## config.mk

```make
export PLATFORM = sky130hd
export DESIGN_NAME = seg7_scan_driver
export DESIGN_NICKNAME = d
export VERILOG_FILES = /design/src/rtl/seg7_scan_driver.sv
export SDC_FILE = /design/constraint.sdc
export NUM_CORES = 1
export LEC_CHECK = 0
export CORE_MARGIN = 8
export CORE_UTILIZATION = 46
export CTS_CLUSTER_SIZE = 28
export DETAILED_ROUTE_END_ITERATION = 8
export PLACE_DENSITY = 0.7
export REMOVE_ABC_BUFFERS = 1
export SYNTH_ARGS = -nofsm -noshare
export SYNTH_HDL_FRONTEND = slang
export SYNTH_SLANG_ARGS = --single-unit
```

## constraint.sdc

```tcl
create_clock -name clk -period 7.19 [get_ports clk]
set_input_delay 1.438 -clock clk [delete_from_list [all_inputs] [get_ports clk]]
set_output_delay 1.438 -clock clk [all_outputs]
set_load 0.05 [all_outputs]
```

## src/rtl/seg7_scan_driver.sv

```systemverilog
`default_nettype none
// ============================================================================
//  Module      : seg7_scan_driver
//  Description : Time-multiplexed multi-digit seven-segment driver. Latches a
//                packed hex value into a shadow register and scans one digit
//                per SCAN_DIV clocks, with per-digit dp, blanking and optional
//                leading-zero suppression. All outputs are registered.
//  Revision    : 1.0 - initial release
// ============================================================================
module seg7_scan_driver #(
    parameter int NUM_DIGITS     = 4,
    parameter int SCAN_DIV       = 50000,
    parameter int SEG_ACTIVE_LOW = 1,
    parameter int AN_ACTIVE_LOW  = 1
) (
    input  logic                    clk,
    input  logic                    rst_n,
    input  logic                    enable,
    input  logic                    load,
    input  logic [4*NUM_DIGITS-1:0] value,
    input  logic [NUM_DIGITS-1:0]   dp_in,
    input  logic [NUM_DIGITS-1:0]   blank_mask,
    input  logic                    lz_suppress,
    output logic [6:0]              seg,
    output logic                    dp,
    output logic [NUM_DIGITS-1:0]   an,
    output logic                    frame_done
);

    localparam int IDX_W = (NUM_DIGITS > 1) ? $clog2(NUM_DIGITS) : 1;
    localparam int CNT_W = $clog2(SCAN_DIV);

    localparam logic [IDX_W-1:0]      c_last_idx = IDX_W'(NUM_DIGITS - 1);
    localparam logic [CNT_W-1:0]      c_last_cnt = CNT_W'(SCAN_DIV - 1);
    // "Off" levels; XOR-ing an active-high lit pattern with these applies polarity.
    localparam logic [6:0]            c_seg_off  = (SEG_ACTIVE_LOW != 0) ? 7'h7F : 7'h00;
    localparam logic                  c_dp_off   = (SEG_ACTIVE_LOW != 0);
    localparam logic [NUM_DIGITS-1:0] c_an_off   = (AN_ACTIVE_LOW != 0) ? {NUM_DIGITS{1'b1}}
                                                                         : {NUM_DIGITS{1'b0}};

    logic [CNT_W-1:0]        r_cnt;
    logic [IDX_W-1:0]        r_index;
    logic [4*NUM_DIGITS-1:0] r_value;
    logic [NUM_DIGITS-1:0]   r_dp_req;
    logic [NUM_DIGITS-1:0]   r_blank;
    logic [6:0]              r_seg;
    logic                    r_dp;
    logic [NUM_DIGITS-1:0]   r_an;
    logic                    r_frame_done;

    logic [3:0]              w_nib;
    logic                    w_dp_req;
    logic                    w_blank;
    logic                    w_upper_zero;
    logic [NUM_DIGITS-1:0]   w_an_sel;
    logic                    w_lz_dark;
    logic [6:0]              w_seg_lit;
    logic                    w_dp_lit;
    logic                    w_tc;

    // Hex nibble to active-high {g..a} glyph.
    function automatic logic [6:0] hex_glyph(input logic [3:0] n);
        case (n)
            4'h0: hex_glyph = 7'h3F;
            4'h1: hex_glyph = 7'h06;
            4'h2: hex_glyph = 7'h5B;
            4'h3: hex_glyph = 7'h4F;
            4'h4: hex_glyph = 7'h66;
            4'h5: hex_glyph = 7'h6D;
            4'h6: hex_glyph = 7'h7D;
            4'h7: hex_glyph = 7'h07;
            4'h8: hex_glyph = 7'h7F;
            4'h9: hex_glyph = 7'h6F;
            4'hA: hex_glyph = 7'h77;
            4'hB: hex_glyph = 7'h7C;
            4'hC: hex_glyph = 7'h39;
            4'hD: hex_glyph = 7'h5E;
            4'hE: hex_glyph = 7'h79;
            default: hex_glyph = 7'h71;
        endcase
    endfunction

    assign w_tc = (r_cnt == c_last_cnt);

    // Select the current digit's shadow fields and test whether it and all higher nibbles are zero.
    always_comb begin
        w_nib        = 4'h0;
        w_dp_req     = 1'b0;
        w_blank      = 1'b0;
        w_upper_zero = 1'b1;
        w_an_sel     = '0;
        for (int i = 0; i < NUM_DIGITS; i++) begin
            if (r_index == IDX_W'(i)) begin
                w_nib       = r_value[4*i +: 4];
                w_dp_req    = r_dp_req[i];
                w_blank     = r_blank[i];
                w_an_sel[i] = 1'b1;
            end
            if ((IDX_W'(i) >= r_index) && (r_value[4*i +: 4] != 4'h0)) begin
                w_upper_zero = 1'b0;
            end
        end
    end

    // Digit 0 is never suppressed so a zero value still shows "0".
    assign w_lz_dark = lz_suppress && (r_index != '0) && w_upper_zero;
    assign w_seg_lit = (w_blank || w_lz_dark) ? 7'h00 : hex_glyph(w_nib);
    assign w_dp_lit  = w_dp_req && !w_blank;

    // Prescaler and digit index advance only while enabled; frozen otherwise.
    always_ff @(posedge clk or negedge rst_n) begin
        if (!rst_n) begin
            r_cnt   <= '0;
            r_index <= '0;
        end else if (enable) begin
            if (w_tc) begin
                r_cnt   <= '0;
                r_index <= (r_index == c_last_idx) ? '0 : r_index + IDX_W'(1);
            end else begin
                r_cnt   <= r_cnt + CNT_W'(1);
            end
        end
    end

    // Shadow register: captured on load regardless of enable.
    always_ff @(posedge clk or negedge rst_n) begin
        if (!rst_n) begin
            r_value  <= '0;
            r_dp_req <= '0;
            r_blank  <= '0;
        end else if (load) begin
            r_value  <= value;
            r_dp_req <= dp_in;
            r_blank  <= blank_mask;
        end
    end

    // Registered display outputs, dark whenever scanning is disabled.
    always_ff @(posedge clk or negedge rst_n) begin
        if (!rst_n) begin
            r_seg        <= c_seg_off;
            r_dp         <= c_dp_off;
            r_an         <= c_an_off;
            r_frame_done <= 1'b0;
        end else begin
            r_seg        <= c_seg_off ^ (enable ? w_seg_lit : 7'h00);
            r_dp         <= c_dp_off ^ (enable && w_dp_lit);
            r_an         <= c_an_off ^ (enable ? w_an_sel : '0);
            r_frame_done <= enable && w_tc && (r_index == c_last_idx);
        end
    end

    assign seg        = r_seg;
    assign dp         = r_dp;
    assign an         = r_an;
    assign frame_done = r_frame_done;

endmodule
`default_nettype wire
```

==> flow_metrics.env <==
export IMPL_powerDensity_nw_per_um2=208
export IMPL_num_antenna_cells=0
export IMPL_dieHeight_um=92.2
export IMPL_root_buffer="clkbuf_8"
export IMPL_hold_path_class="flop to flop"
export IMPL_nNetsFinal=324
export IMPL_leakagePower_uw=0.00136
export IMPL_routed_wl_um=5210
export IMPL_r2r_cells=10
export IMPL_floorplan_die_area_sq_um=8490
export IMPL_max_cap_violations=0
export IMPL_drtPass1Iterations=4
export IMPL_syn_inst=241
export IMPL_finish_utilization=0.586
export IMPL_cp_depth=1
export IMPL_cp_start_kind="flop"
export IMPL_crit_path_end="an[0]"
export IMPL_overflow=0
export IMPL_path_delay_family="buffers and inverters"
export IMPL_cpMaxStageDelayCell="clkdlybuf4s50_1"
export IMPL_drive_above_1_share=0.173
export IMPL_core_area_sq_um=5540
export IMPL_cts_buffers=5
export IMPL_placementRows=27
export IMPL_r2r_start="r_index[1]"
export IMPL_ys_ff_latch=55
export IMPL_viasPerCell=5.33
export IMPL_synth_distinct_cells=43
export IMPL_fmax_mhz=324
export IMPL_grt_max_degree=56
export IMPL_timing_hold_ws_ps=518
export IMPL_cts_resized=0
export IMPL_post_cts_buffers=0
export IMPL_path_max_fanout=1
export IMPL_worstSetupPathType="flop to output port"
export IMPL_antenna_found_initial=0
export IMPL_post_cts_hold_buffer_count=0
export IMPL_fin_crit_ps=3080
export IMPL_grt_use_total=0.129
export IMPL_synth_edf_count=0
export IMPL_crit_path_end_kind="output port"
export IMPL_synth_async_reset_ratio=1.00
export IMPL_vdd_drop_max_v=0.000155
export IMPL_finalPower_uw=675
export IMPL_finalMaxSlewViolations=0
export IMPL_drtIter0Drc=91
export IMPL_finalCritPeriodShare=0.429
export IMPL_postSynthAreaPerCell_sq_um=11.1
export IMPL_placed_cell_area_sq_um=3150
export IMPL_avgRoutedWirePerCell_um=14.6
export IMPL_cp_num_buf_inv=1
export IMPL_syn_area_sq_um=2670
export IMPL_finalHoldViolations=0
export IMPL_cts_sinks=55
export IMPL_portBuffers=41
export IMPL_crit_chain="clkdlybuf4s50_1"
export IMPL_place_gp_congestion=0.766
export IMPL_start_util=0.481
export IMPL_relSlewSlack=0.253
export IMPL_io_pins=42
export IMPL_r2r_end="seg[6]"
export IMPL_postRouteAntennaNets=0
export IMPL_h_tree_depth=2
export IMPL_grt_pass1_vias=1944
export IMPL_num_vias=1898
export IMPL_startpoint="an[0]"
export IMPL_fin_tns_setup_ps=0
export IMPL_grt_pass1_wl_um=9000
export IMPL_worst_pin_slew_ps=1120
export IMPL_ys_flop_type="dfrtp_1"
export IMPL_finalSetupViolations=0
export IMPL_rsz0062_at_grt="false"
export IMPL_fin_skew_ps=5.70
export IMPL_syn_to_final_growth_pct=21.7
export IMPL_die_w_um=92.2
export IMPL_clk_pin_slew_ps=90
export IMPL_ys_seq_area_frac=0.522
export IMPL_synth_warnings=0
export IMPL_clk_latency_ps=310
export IMPL_slowest_delay_ps=800
export IMPL_clockBufferDepth=2
export IMPL_cts_tree="built"
export IMPL_dpl_hpwl_um=3780
export IMPL_worstPathRequired_ps=5750
export IMPL_drc_errors=0
export IMPL_fin_area_sq_um=3250
export IMPL_rrSetupSlack_ps=4160
export IMPL_status="finished clean"
export IMPL_crit_arrival_ps=1650
-- cell type report --
cell class / count / area (sq um)
Timing Repair Buffer: 43 / 420
Inverter: 15 / 56.3
Clock buffer: 8 / 100
Sequential cell: 55 / 1390
Multi-Input combinational cell: 163 / 1190
Fill cell: 499 / 2290
Tap cell: 72 / 90.1
-- worst register-to-register path: cells and delay by family (launching register included) --
kind | cells | cell delay [ps]
muxes | 1 | 260
DFF | 1 | 440
buffers and inverters | 2 | 310
adders and majority gates | 2 | 580
AOI/OAI and AO/OA | 3 | 960
and+or+nand+nor | 2 | 380
-- Yosys cell counts (6+ instances only) --
master	n	area share
clkbuf_1	6	0.0084
nand3_1	12	0.023
dfrtp_1	43	0.40
nand2_1	24	0.034
nor2_1	12	0.017
a21oi_1	6	0.011
dfstp_2	12	0.12
xnor2_1	7	0.023
inv_1	15	0.021
mux2_2	21	0.089
o21ai_0	9	0.017
ha_1	12	0.056
-- kinds of logic after synthesis --
| kind of cell | after synthesis | synth area share |
|---|---|---|
| simple gates | 77 | 0.149 |
| xor+xnor | 12 | 0.0394 |
| buf+inv | 23 | 0.0333 |
| fa+ha+maj | 12 | 0.0563 |
| compound gates | 37 | 0.0966 |
| flops | 55 | 0.522 |
| mux | 25 | 0.104 |
-- cell usage in the layout (no fill, tap or decap), drive strengths merged, types with 5 or more instances in the layout --
master	Yosys	layout
dfrtp	43	43
clkdlybuf4s50	0	40
nand2	24	24
mux2	21	21
inv	15	15
nor2	13	13
nand3	12	12
ha	12	12
dfstp	12	12
o21ai	10	10
clkbuf	6	8
xnor2	7	7
a21oi	6	6
nor3b	5	5
xor2	5	5
-- routing by layer --
metal	share of wire	vias up	global-route usage
met5	0	-	0
li1	-	934	-
met2	0.46	46	0.209
met4	0.017	0	0.0483
met1	0.48	911	0.162
met3	0.040	7	0.0302
-- state kept, by name, summed over array words and instances (netlist names) --
name,cells
r_cnt,16
r_value,16
seg,7
an,4
r_blank,4
r_dp_req,4
r_index,2
dp,1
frame_done,1
-- power by group --
part / internal (uW) / switching (uW)
clock network: 88.1 / 95.5
logic: 56.7 / 61.8
registers: 344 / 29.3
total: 489 / 187
-- through the flow --
step	worst slack, ps	cells
after floorplan	4670	233
after global placement	3960	348
after detailed placement	3960	348
after CTS	4090	356
after global routing	3890	356
final	4110	356
-- how the worst min path moves through the flow --
| stage | from | endpoint | cells past startpoint |
|---|---|---|---|
| 2_1_floorplan | r_cnt[11] | r_cnt[11] | 1 |
| 6_report | r_cnt[7] | r_cnt[7] | 1 |
| 5_1_grt | r_cnt[13] | r_cnt[13] | 1 |
| 3_5_place_dp | r_value[1] | r_value[1] | 1 |
| 3_3_place_gp | r_cnt[11] | r_cnt[11] | 1 |
| 4_1_cts | r_value[1] | r_value[1] | 1 |
Note: power is estimated with default switching activity, not from simulation.
